--- src/rtl/iter_divider_pkg.sv ---
// Shared types and encodings for the iterative restoring divider:
// FSM state enum, fixup selector bits and result-flag bit positions.
package div_pkg;

    typedef enum logic [1:0] {
        ST_IDLE  = 2'd0,
        ST_CALC  = 2'd1,
        ST_FIXUP = 2'd2,
        ST_DONE  = 2'd3
    } div_state_e;

    // Fixup selector: which magnitudes get negated after the iterations.
    localparam int FIX_Q_BIT = 0;
    localparam int FIX_R_BIT = 1;
    localparam logic [1:0] FIX_NONE  = 2'b00;
    localparam logic [1:0] FIX_NEG_Q = 2'b01;
    localparam logic [1:0] FIX_NEG_R = 2'b10;

    // Result flag vector layout.
    localparam int FLAG_OVF_BIT = 0;
    localparam int FLAG_DBZ_BIT = 1;
    localparam logic [1:0] FLAGS_NONE = 2'b00;

    // Quotient sign follows sign(dividend) xor sign(divisor); remainder follows the dividend.
    function automatic logic [1:0] fixup_sel(input logic mode_signed,
                                             input logic dvd_neg,
                                             input logic dvs_neg);
        logic [1:0] sel;
        sel = FIX_NONE;
        if (mode_signed && (dvd_neg ^ dvs_neg)) sel = sel | FIX_NEG_Q;
        if (mode_signed && dvd_neg)             sel = sel | FIX_NEG_R;
        return sel;
    endfunction

endpackage

--- src/rtl/iter_divider_if.sv ---
// Request/response bundle of the divider. Both sides use valid/ready:
// a transfer happens on a rising edge where valid and ready are both high.
interface iter_divider_if #(
    parameter int N     = 8,
    parameter int M     = 8,
    parameter int TAG_W = 4
);
    logic             in_valid_i;
    logic             in_ready_o;
    logic             signed_i;
    logic [N-1:0]     dividend_i;
    logic [M-1:0]     divisor_i;
    logic [TAG_W-1:0] tag_i;

    logic             out_valid_o;
    logic             out_ready_i;
    logic [N-1:0]     quotient_o;
    logic [M-1:0]     remainder_o;
    logic [TAG_W-1:0] tag_o;
    logic             dbz_o;
    logic             ovf_o;

    modport slave (
        input  in_valid_i, signed_i, dividend_i, divisor_i, tag_i, out_ready_i,
        output in_ready_o, out_valid_o, quotient_o, remainder_o, tag_o, dbz_o, ovf_o
    );

    modport master (
        output in_valid_i, signed_i, dividend_i, divisor_i, tag_i, out_ready_i,
        input  in_ready_o, out_valid_o, quotient_o, remainder_o, tag_o, dbz_o, ovf_o
    );
endinterface

--- src/rtl/iter_divider_step.sv ---
// One combinational restoring-division step: shift in the next dividend bit,
// subtract the divisor if it fits, and report the resulting quotient bit.
module div_step #(
    parameter int M = 8
) (
    input  logic [M:0]   rem_i,
    input  logic         bit_i,
    input  logic [M-1:0] divisor_i,
    output logic [M:0]   rem_o,
    output logic         q_bit_o
);
    logic [M+1:0] shifted;
    logic [M+1:0] dvs_ext;

    always_comb begin
        shifted = {rem_i, bit_i};
        dvs_ext = {2'b00, divisor_i};
        q_bit_o = (shifted >= dvs_ext);
        rem_o   = q_bit_o ? (M+1)'(shifted - dvs_ext) : shifted[M:0];
    end
endmodule

--- src/rtl/iter_divider.sv ---
// Iterative signed/unsigned divider: one quotient bit per cycle on operand
// magnitudes, then a sign fixup cycle, then the result is held until taken.
module iter_divider
    import div_pkg::*;
#(
    parameter int N     = 8,
    parameter int M     = 8,
    parameter int TAG_W = 4
) (
    input  logic       clk_i,
    input  logic       rst_i,
    iter_divider_if.slave bus,
    output div_state_e state_o
);
    localparam int CW = $clog2(N + 1);

    div_state_e state_q, state_d;
    logic accept, step_en, fix_en, complete;

    logic [CW-1:0]    cnt_q;
    logic [N-1:0]     work_q;
    logic [M:0]       rem_q;
    logic [M-1:0]     dvs_q;
    logic             mode_q, dvd_neg_q, dvs_neg_q, ovf_pend_q;
    logic [TAG_W-1:0] tag_hold_q;

    logic [N-1:0]     quot_q;
    logic [M-1:0]     rem_out_q;
    logic [TAG_W-1:0] tag_out_q;
    logic [1:0]       flags_q;

    logic             dvd_neg_in, dvs_neg_in, ovf_in;
    logic [N-1:0]     dvd_mag_in;
    logic [M-1:0]     dvs_mag_in;
    logic [M:0]       step_rem;
    logic             step_q_bit;
    logic [1:0]       fix;
    logic             dbz;
    logic [N-1:0]     quot_fix;
    logic [M-1:0]     rem_fix;

    always_ff @(posedge clk_i or posedge rst_i) begin
        if (rst_i) state_q <= ST_IDLE;
        else       state_q <= state_d;
    end

    always_comb begin
        state_d  = state_q;
        accept   = 1'b0;
        step_en  = 1'b0;
        fix_en   = 1'b0;
        complete = 1'b0;
        case (state_q)
            ST_IDLE: begin
                if (bus.in_valid_i) begin
                    accept  = 1'b1;
                    state_d = ST_CALC;
                end
            end
            ST_CALC: begin
                step_en = 1'b1;
                if (cnt_q == CW'(N - 1)) state_d = ST_FIXUP;
            end
            ST_FIXUP: begin
                fix_en  = 1'b1;
                state_d = ST_DONE;
            end
            ST_DONE: begin
                if (bus.out_ready_i) begin
                    complete = 1'b1;
                    state_d  = ST_IDLE;
                end
            end
            default: state_d = ST_IDLE;
        endcase
    end

    // Operand capture: only magnitudes and sign bits are kept.
    always_comb begin
        dvd_neg_in = bus.signed_i & bus.dividend_i[N-1];
        dvs_neg_in = bus.signed_i & bus.divisor_i[M-1];
        dvd_mag_in = dvd_neg_in ? -bus.dividend_i : bus.dividend_i;
        dvs_mag_in = dvs_neg_in ? -bus.divisor_i  : bus.divisor_i;
        ovf_in     = bus.signed_i
                   & (bus.dividend_i == {1'b1, {(N-1){1'b0}}})
                   & (bus.divisor_i == {M{1'b1}});
    end

    div_step #(.M(M)) u_step (
        .rem_i     (rem_q),
        .bit_i     (work_q[N-1]),
        .divisor_i (dvs_q),
        .rem_o     (step_rem),
        .q_bit_o   (step_q_bit)
    );

    // A zero divisor makes every step succeed with nothing subtracted, so the
    // partial remainder ends up holding the low dividend bits; the normal
    // remainder fixup then reproduces dividend[M-1:0] in either mode.
    always_comb begin
        fix      = fixup_sel(mode_q, dvd_neg_q, dvs_neg_q);
        dbz      = (dvs_q == '0);
        quot_fix = dbz ? {N{1'b1}} : (fix[FIX_Q_BIT] ? -work_q : work_q);
        rem_fix  = fix[FIX_R_BIT] ? -rem_q[M-1:0] : rem_q[M-1:0];
    end

    always_ff @(posedge clk_i or posedge rst_i) begin
        if (rst_i) begin
            cnt_q      <= '0;
            work_q     <= '0;
            rem_q      <= '0;
            dvs_q      <= '0;
            mode_q     <= 1'b0;
            dvd_neg_q  <= 1'b0;
            dvs_neg_q  <= 1'b0;
            ovf_pend_q <= 1'b0;
            tag_hold_q <= '0;
        end else if (accept) begin
            cnt_q      <= '0;
            work_q     <= dvd_mag_in;
            rem_q      <= '0;
            dvs_q      <= dvs_mag_in;
            mode_q     <= bus.signed_i;
            dvd_neg_q  <= dvd_neg_in;
            dvs_neg_q  <= dvs_neg_in;
            ovf_pend_q <= ovf_in;
            tag_hold_q <= bus.tag_i;
        end else if (step_en) begin
            // Dividend bits leave at the top while quotient bits enter at the bottom.
            cnt_q  <= cnt_q + 1'b1;
            work_q <= {work_q[N-2:0], step_q_bit};
            rem_q  <= step_rem;
        end
    end

    always_ff @(posedge clk_i or posedge rst_i) begin
        if (rst_i) begin
            quot_q    <= '0;
            rem_out_q <= '0;
            tag_out_q <= '0;
            flags_q   <= FLAGS_NONE;
        end else if (fix_en) begin
            quot_q                <= quot_fix;
            rem_out_q             <= rem_fix;
            tag_out_q             <= tag_hold_q;
            flags_q[FLAG_DBZ_BIT] <= dbz;
            flags_q[FLAG_OVF_BIT] <= ovf_pend_q & ~dbz;
        end else if (complete) begin
            flags_q <= FLAGS_NONE;
        end
    end

    assign bus.in_ready_o  = (state_q == ST_IDLE);
    assign bus.out_valid_o = (state_q == ST_DONE);
    assign bus.quotient_o  = quot_q;
    assign bus.remainder_o = rem_out_q;
    assign bus.tag_o       = tag_out_q;
    assign bus.dbz_o       = flags_q[FLAG_DBZ_BIT];
    assign bus.ovf_o       = flags_q[FLAG_OVF_BIT];
    assign state_o         = state_q;

    a_flags_only_in_done: assert property (@(posedge clk_i) disable iff (rst_i)
        (state_q != ST_DONE) |-> (flags_q == FLAGS_NONE));
    a_cnt_bounded: assert property (@(posedge clk_i) disable iff (rst_i)
        cnt_q <= CW'(N));
endmodule

--- src/flat_wrapper.sv ---
// flat-port wrapper written by rule: the top's interface ports become plain ports
module iter_divider_flat import div_pkg::*;
#(
    parameter int N     = 8,
    parameter int M     = 8,
    parameter int TAG_W = 4
)
  (clk_i, rst_i, state_o, bus_in_valid_i, bus_signed_i, bus_dividend_i, bus_divisor_i, bus_tag_i, bus_out_ready_i, bus_in_ready_o, bus_out_valid_o, bus_quotient_o, bus_remainder_o, bus_tag_o, bus_dbz_o, bus_ovf_o);
  iter_divider_if #(.N(N), .M(M), .TAG_W(TAG_W)) bus_i ();
  input  logic clk_i;
  input  logic rst_i;
  output div_state_e state_o;
  input wire logic [$bits(bus_i.in_valid_i)-1:0] bus_in_valid_i;
  input wire logic [$bits(bus_i.signed_i)-1:0] bus_signed_i;
  input wire logic [$bits(bus_i.dividend_i)-1:0] bus_dividend_i;
  input wire logic [$bits(bus_i.divisor_i)-1:0] bus_divisor_i;
  input wire logic [$bits(bus_i.tag_i)-1:0] bus_tag_i;
  input wire logic [$bits(bus_i.out_ready_i)-1:0] bus_out_ready_i;
  output wire logic [$bits(bus_i.in_ready_o)-1:0] bus_in_ready_o;
  output wire logic [$bits(bus_i.out_valid_o)-1:0] bus_out_valid_o;
  output wire logic [$bits(bus_i.quotient_o)-1:0] bus_quotient_o;
  output wire logic [$bits(bus_i.remainder_o)-1:0] bus_remainder_o;
  output wire logic [$bits(bus_i.tag_o)-1:0] bus_tag_o;
  output wire logic [$bits(bus_i.dbz_o)-1:0] bus_dbz_o;
  output wire logic [$bits(bus_i.ovf_o)-1:0] bus_ovf_o;
  assign bus_i.in_valid_i = bus_in_valid_i;
  assign bus_i.signed_i = bus_signed_i;
  assign bus_i.dividend_i = bus_dividend_i;
  assign bus_i.divisor_i = bus_divisor_i;
  assign bus_i.tag_i = bus_tag_i;
  assign bus_i.out_ready_i = bus_out_ready_i;
  assign bus_in_ready_o = bus_i.in_ready_o;
  assign bus_out_valid_o = bus_i.out_valid_o;
  assign bus_quotient_o = bus_i.quotient_o;
  assign bus_remainder_o = bus_i.remainder_o;
  assign bus_tag_o = bus_i.tag_o;
  assign bus_dbz_o = bus_i.dbz_o;
  assign bus_ovf_o = bus_i.ovf_o;
  iter_divider #(.N(N), .M(M), .TAG_W(TAG_W)) u_core (.clk_i(clk_i), .rst_i(rst_i), .bus(bus_i), .state_o(state_o));
endmodule
--- config.mk ---
export PLATFORM = sky130hd
export DESIGN_NAME = iter_divider_flat
export DESIGN_NICKNAME = d
export VERILOG_FILES = /design/src/rtl/iter_divider_pkg.sv /design/src/rtl/iter_divider_if.sv /design/src/rtl/iter_divider_step.sv /design/src/rtl/iter_divider.sv /design/src/flat_wrapper.sv
export SDC_FILE = /design/constraint.sdc
export NUM_CORES = 1
export LEC_CHECK = 0
export CORE_ASPECT_RATIO = 0.75
export CORE_MARGIN = 2
export CORE_UTILIZATION = 57
export CTS_BUF_LIST = sky130_fd_sc_hd__clkbuf_8 sky130_fd_sc_hd__clkbuf_16
export DETAILED_ROUTE_END_ITERATION = 16
export DONT_BUFFER_PORTS = 1
export GPL_ROUTABILITY_DRIVEN = 0
export HOLD_SLACK_MARGIN = 0.15
export PLACE_DENSITY = 0.74
export SLEW_MARGIN = 0
export SYNTH_ARGS = -nofsm -noshare
export SYNTH_HDL_FRONTEND = slang
export SYNTH_SLANG_ARGS = --single-unit
export TNS_END_PERCENT = 1
--- constraint.sdc ---
create_clock -name clk_i -period 2.5 [get_ports clk_i]
set_clock_uncertainty 0.1 [all_clocks]
set_input_delay 0.25 -clock clk_i [delete_from_list [all_inputs] [get_ports clk_i]]
set_output_delay 0.25 -clock clk_i [all_outputs]
set_load 0.01 [all_outputs]
==> impl_metrics.py <==
metrics = {
    "clocking": {
        "clock_latency_ns": 0.34,
        "cts_buffers": 9,
        "cts-root-buf": "clkbuf_8",
        "clkSinkCount": 61,
        "cts.clk_slew.worst_paths_ns": 0.07,
        "clockBufferDepth": 2,
        "cts_tree": "done",
        "cts_htree_levels": 3,
    },
    "outcome": {
        "failed_checks": "setup timing",
        "status": "finished with violations",
    },
    "critical_path": {
        "critPathArrivalTime_ns": 2.67,
        "crit_top_cell": "inv_2",
        "ff2ff_path_depth": 10,
        "crit_cells": 10,
        "required_ns": 2.62,
        "crit_buf_inv": 3,
        "criticalPathCategory": "flop to flop",
        "crit_slowest_cell": "a2111oi_4",
        "startpoint": "u_core.work_q[7]",
        "rr_startpoint": "u_core.work_q[7]",
        "endpoint_kind": "flop",
        "crit_family": "compound AO/OA/AOI/OAI gates",
        "path_cells": "inv_2, ha_4, inv_2, fa_2, a211oi_4, o21ai_2, a2111oi_4, buf_6, mux2i_1, a21oi_1",
        "startpoint_type": "flop",
        "cp_max_fo": 7,
        "cpPeakStageDelay_ns": 0.46,
    },
    "die": {
        "core_mm2": 0.005946,
        "start_util_pct": 60.25,
        "die-width_um": 95.54,
        "boundaryPins": 51,
        "rows": 24,
        "die-area_mm2": 0.006941,
        "chipHeight_um": 72.66,
    },
    "placement": {
        "dpl.hpwl_mm": 5.937,
        "io_buffers": 0,
        "post_dp_cell_area_mm2": 0.003774,
    },
    "global_route": {
        "grt_pass1_vias": 3003,
        "grt_antenna_before_repair": 0,
        "overflow": 0,
        "grt_util_all_layers_pct": 27.42,
        "grt_max_degree": 44,
        "grt_pass1_wl_mm": 14.39,
    },
    "power_and_ir_drop": {
        "power_leakage_nw": 1.920,
        "powerDensity_mw_per_mm2": 1452,
        "finalPower_mw": 6.235,
        "ir_drop_v": 0.0004976,
    },
    "synthesis": {
        "yosysTopAreaCell": "dfrtp_1",
        "async_reset_ff_share_pct": 100.0,
        "ys.flop_type": "dfrtp_1",
        "synth-seq-cells": 61,
        "yosys.area.top_type_share_pct": 42.61,
        "synth_fp_nets": 442,
        "postSynthAreaPerCell_um2": 9.000,
        "yosysSeqAreaShare_pct": 42.61,
        "synth_area_mm2": 0.003582,
        "synth_area_leaders": "dfrtp_1, ha_1, nand2_1",
        "ys_types": 50,
        "synthCells": 398,
        "synth-warning-count": 0,
        "synth_edf_count": 0,
    },
    "finish": {
        "layout_commonest_cell": "dfrtp_1",
        "final_layout_size_suffix_gt1_share_pct": 13.87,
        "nets": 486,
        "area_growth_pct": 19.91,
        "finalInstanceArea_mm2": 0.004295,
        "mostFrequentLayoutCells": "dfrtp_1, nand2_1, nor2_1",
        "diodes": 0,
    },
    "timing": {
        "slew_headroom_pct": 67.00,
        "min_period_ns": 2.549,
        "rsz0062_at_grt": "true",
        "finalWorstSetupSlack_ns": -0.04863,
        "timing.final.crit_share_pct": 101.9,
        "clock.fmax_ghz": 0.3924,
        "slew_violations": 0,
        "setup_viol": 3,
        "worst_pin_slew_ns": 0.4905,
        "hold_violations": 0,
    },
    "worst_hold_path": {
        "holdCritPathClass": "input pin to flop",
        "min_from": "bus_signed_i",
        "min_path_cells": 2,
    },
    "detailed_routing": {
        "dr.pass1.iters": 6,
        "ant_nets": 0,
        "drt_iter0_markers": 296,
        "wire_per_inst_um": 17.05,
        "viasPerCell": 5.863,
        "via_count": 3078,
        "drc": 0,
        "routed_wl_mm": 8.951,
    },
    "job": {
        "max_cap_violations": 0,
    },
}
cell type report:
type / count / area (um^2)
inverter: 27 / 101.3
clock inverter: 6 / 62.56
fill: 453 / 1650
tap: 78 / 97.59
clock buffer: 10 / 137.6
sequential: 61 / 1526
timing repair buffer: 53 / 466.7
multi-input combinational: 290 / 1903
layer usage:
layer	vias up	wire length [um]	GRT usage, %
li1	1472	-	-
met1	1470	4111	39.44
met2	122	4019	41.96
met3	14	698	6.612
met4	0	122	7.302
met5	-	0	0
cell families after synthesis:
kind of cell	share of synthesized area, %
compound gates	16.42
xor+xnor	7.090
fa+ha+maj	6.846
buf+inv	5.239
flops	42.61
mux	5.204
simple gates	16.59
cell usage after synthesis (2+ instances only):
master,number
nand2_1,45
nor2_1,40
nand4_1,7
nand3b_1,4
a31oi_1,8
nand2b_1,2
a21o_2,2
ha_1,18
nand3_1,9
inv_1,27
xor2_1,17
nor4_1,3
mux2_2,5
or3_1,3
mux2i_1,13
nor2b_1,2
and2_1,2
o31ai_1,5
nor3b_1,2
xnor2_1,12
o21ai_0,30
nor3_1,7
clkbuf_1,15
a21oi_1,33
buf_2,2
dfrtp_1,61
timing repair:
| item | 4_1_cts | 5_1_grt |
|---|---|---|
| cloned | 1 | 0 |
| pin swaps | 3 | 9 |
| gates resized for setup | 2 | 10 |
| hold buffers | 26 | 0 |
| hold endpoints to repair | 87 | 0 |
| endpoints found under the setup margin | 5 | 10 |
| setup buffers | 0 | 2 |
worst reg2reg max path, delay by kind of cell, from the launching register on:
| kind | cells | cell delay [ns] |
|---|---|---|
| adders and majority gates | 2 | 0.52 |
| DFF | 1 | 0.40 |
| AOI/OAI and AO/OA | 4 | 0.90 |
| muxes | 1 | 0.19 |
| buffers and inverters | 3 | 0.34 |
power by group:
group	switching, mW	total (mW)	internal (mW)	leakage [nW]
Clock	0.398	0.881	0.483	0.0943
Combinational	1.89	3.41	1.52	1.08
Sequential	0.496	1.94	1.45	0.747
Total	2.78	6.24	3.45	1.92
path summary, 6_finish.rpt:
check                                  endpoint  slack (ns)
max                             u_core.rem_q[1]       -0.05
min                            u_core.dvd_neg_q        0.16
max reg2reg                     u_core.rem_q[1]       -0.05
min reg2reg                u_core.tag_hold_q[0]        0.37
max in group asynchronous     u_core.flags_q[1]        1.55
min in group asynchronous     u_core.state_o[1]        0.32
registers in the layout (all words and copies together) (netlist names):
| name | count |
|---|---|
| u_core.rem_q | 9 |
| u_core.bus.quotient_o | 8 |
| u_core.bus.remainder_o | 8 |
| u_core.dvs_q | 8 |
| u_core.work_q | 8 |
| u_core.bus.tag_o | 4 |
| u_core.cnt_q | 4 |
| u_core.tag_hold_q | 4 |
| u_core.flags_q | 2 |
| u_core.state_o | 2 |
| u_core.dvd_neg_q | 1 |
| u_core.dvs_neg_q | 1 |
| u_core.mode_q | 1 |
| u_core.ovf_pend_q | 1 |
metrics by stage:
step	utilization, %	cells	setup TNS, ns	hold slack (ns)	setup slack (ns)
detailed placement	63.47	480	-0.1465	-0.1087	-0.05742
floorplan	-	398	0	0.2554	0.01333
global route	72.24	525	-0.8170	0.1723	-0.1270
CTS	71.40	523	0	0.1509	0.03748
finish	72.24	525	-0.1030	0.1598	-0.04863
global placement	63.47	480	0	-0.1116	0.02835
No activity file was read; power rests on OpenSTA's default activity.
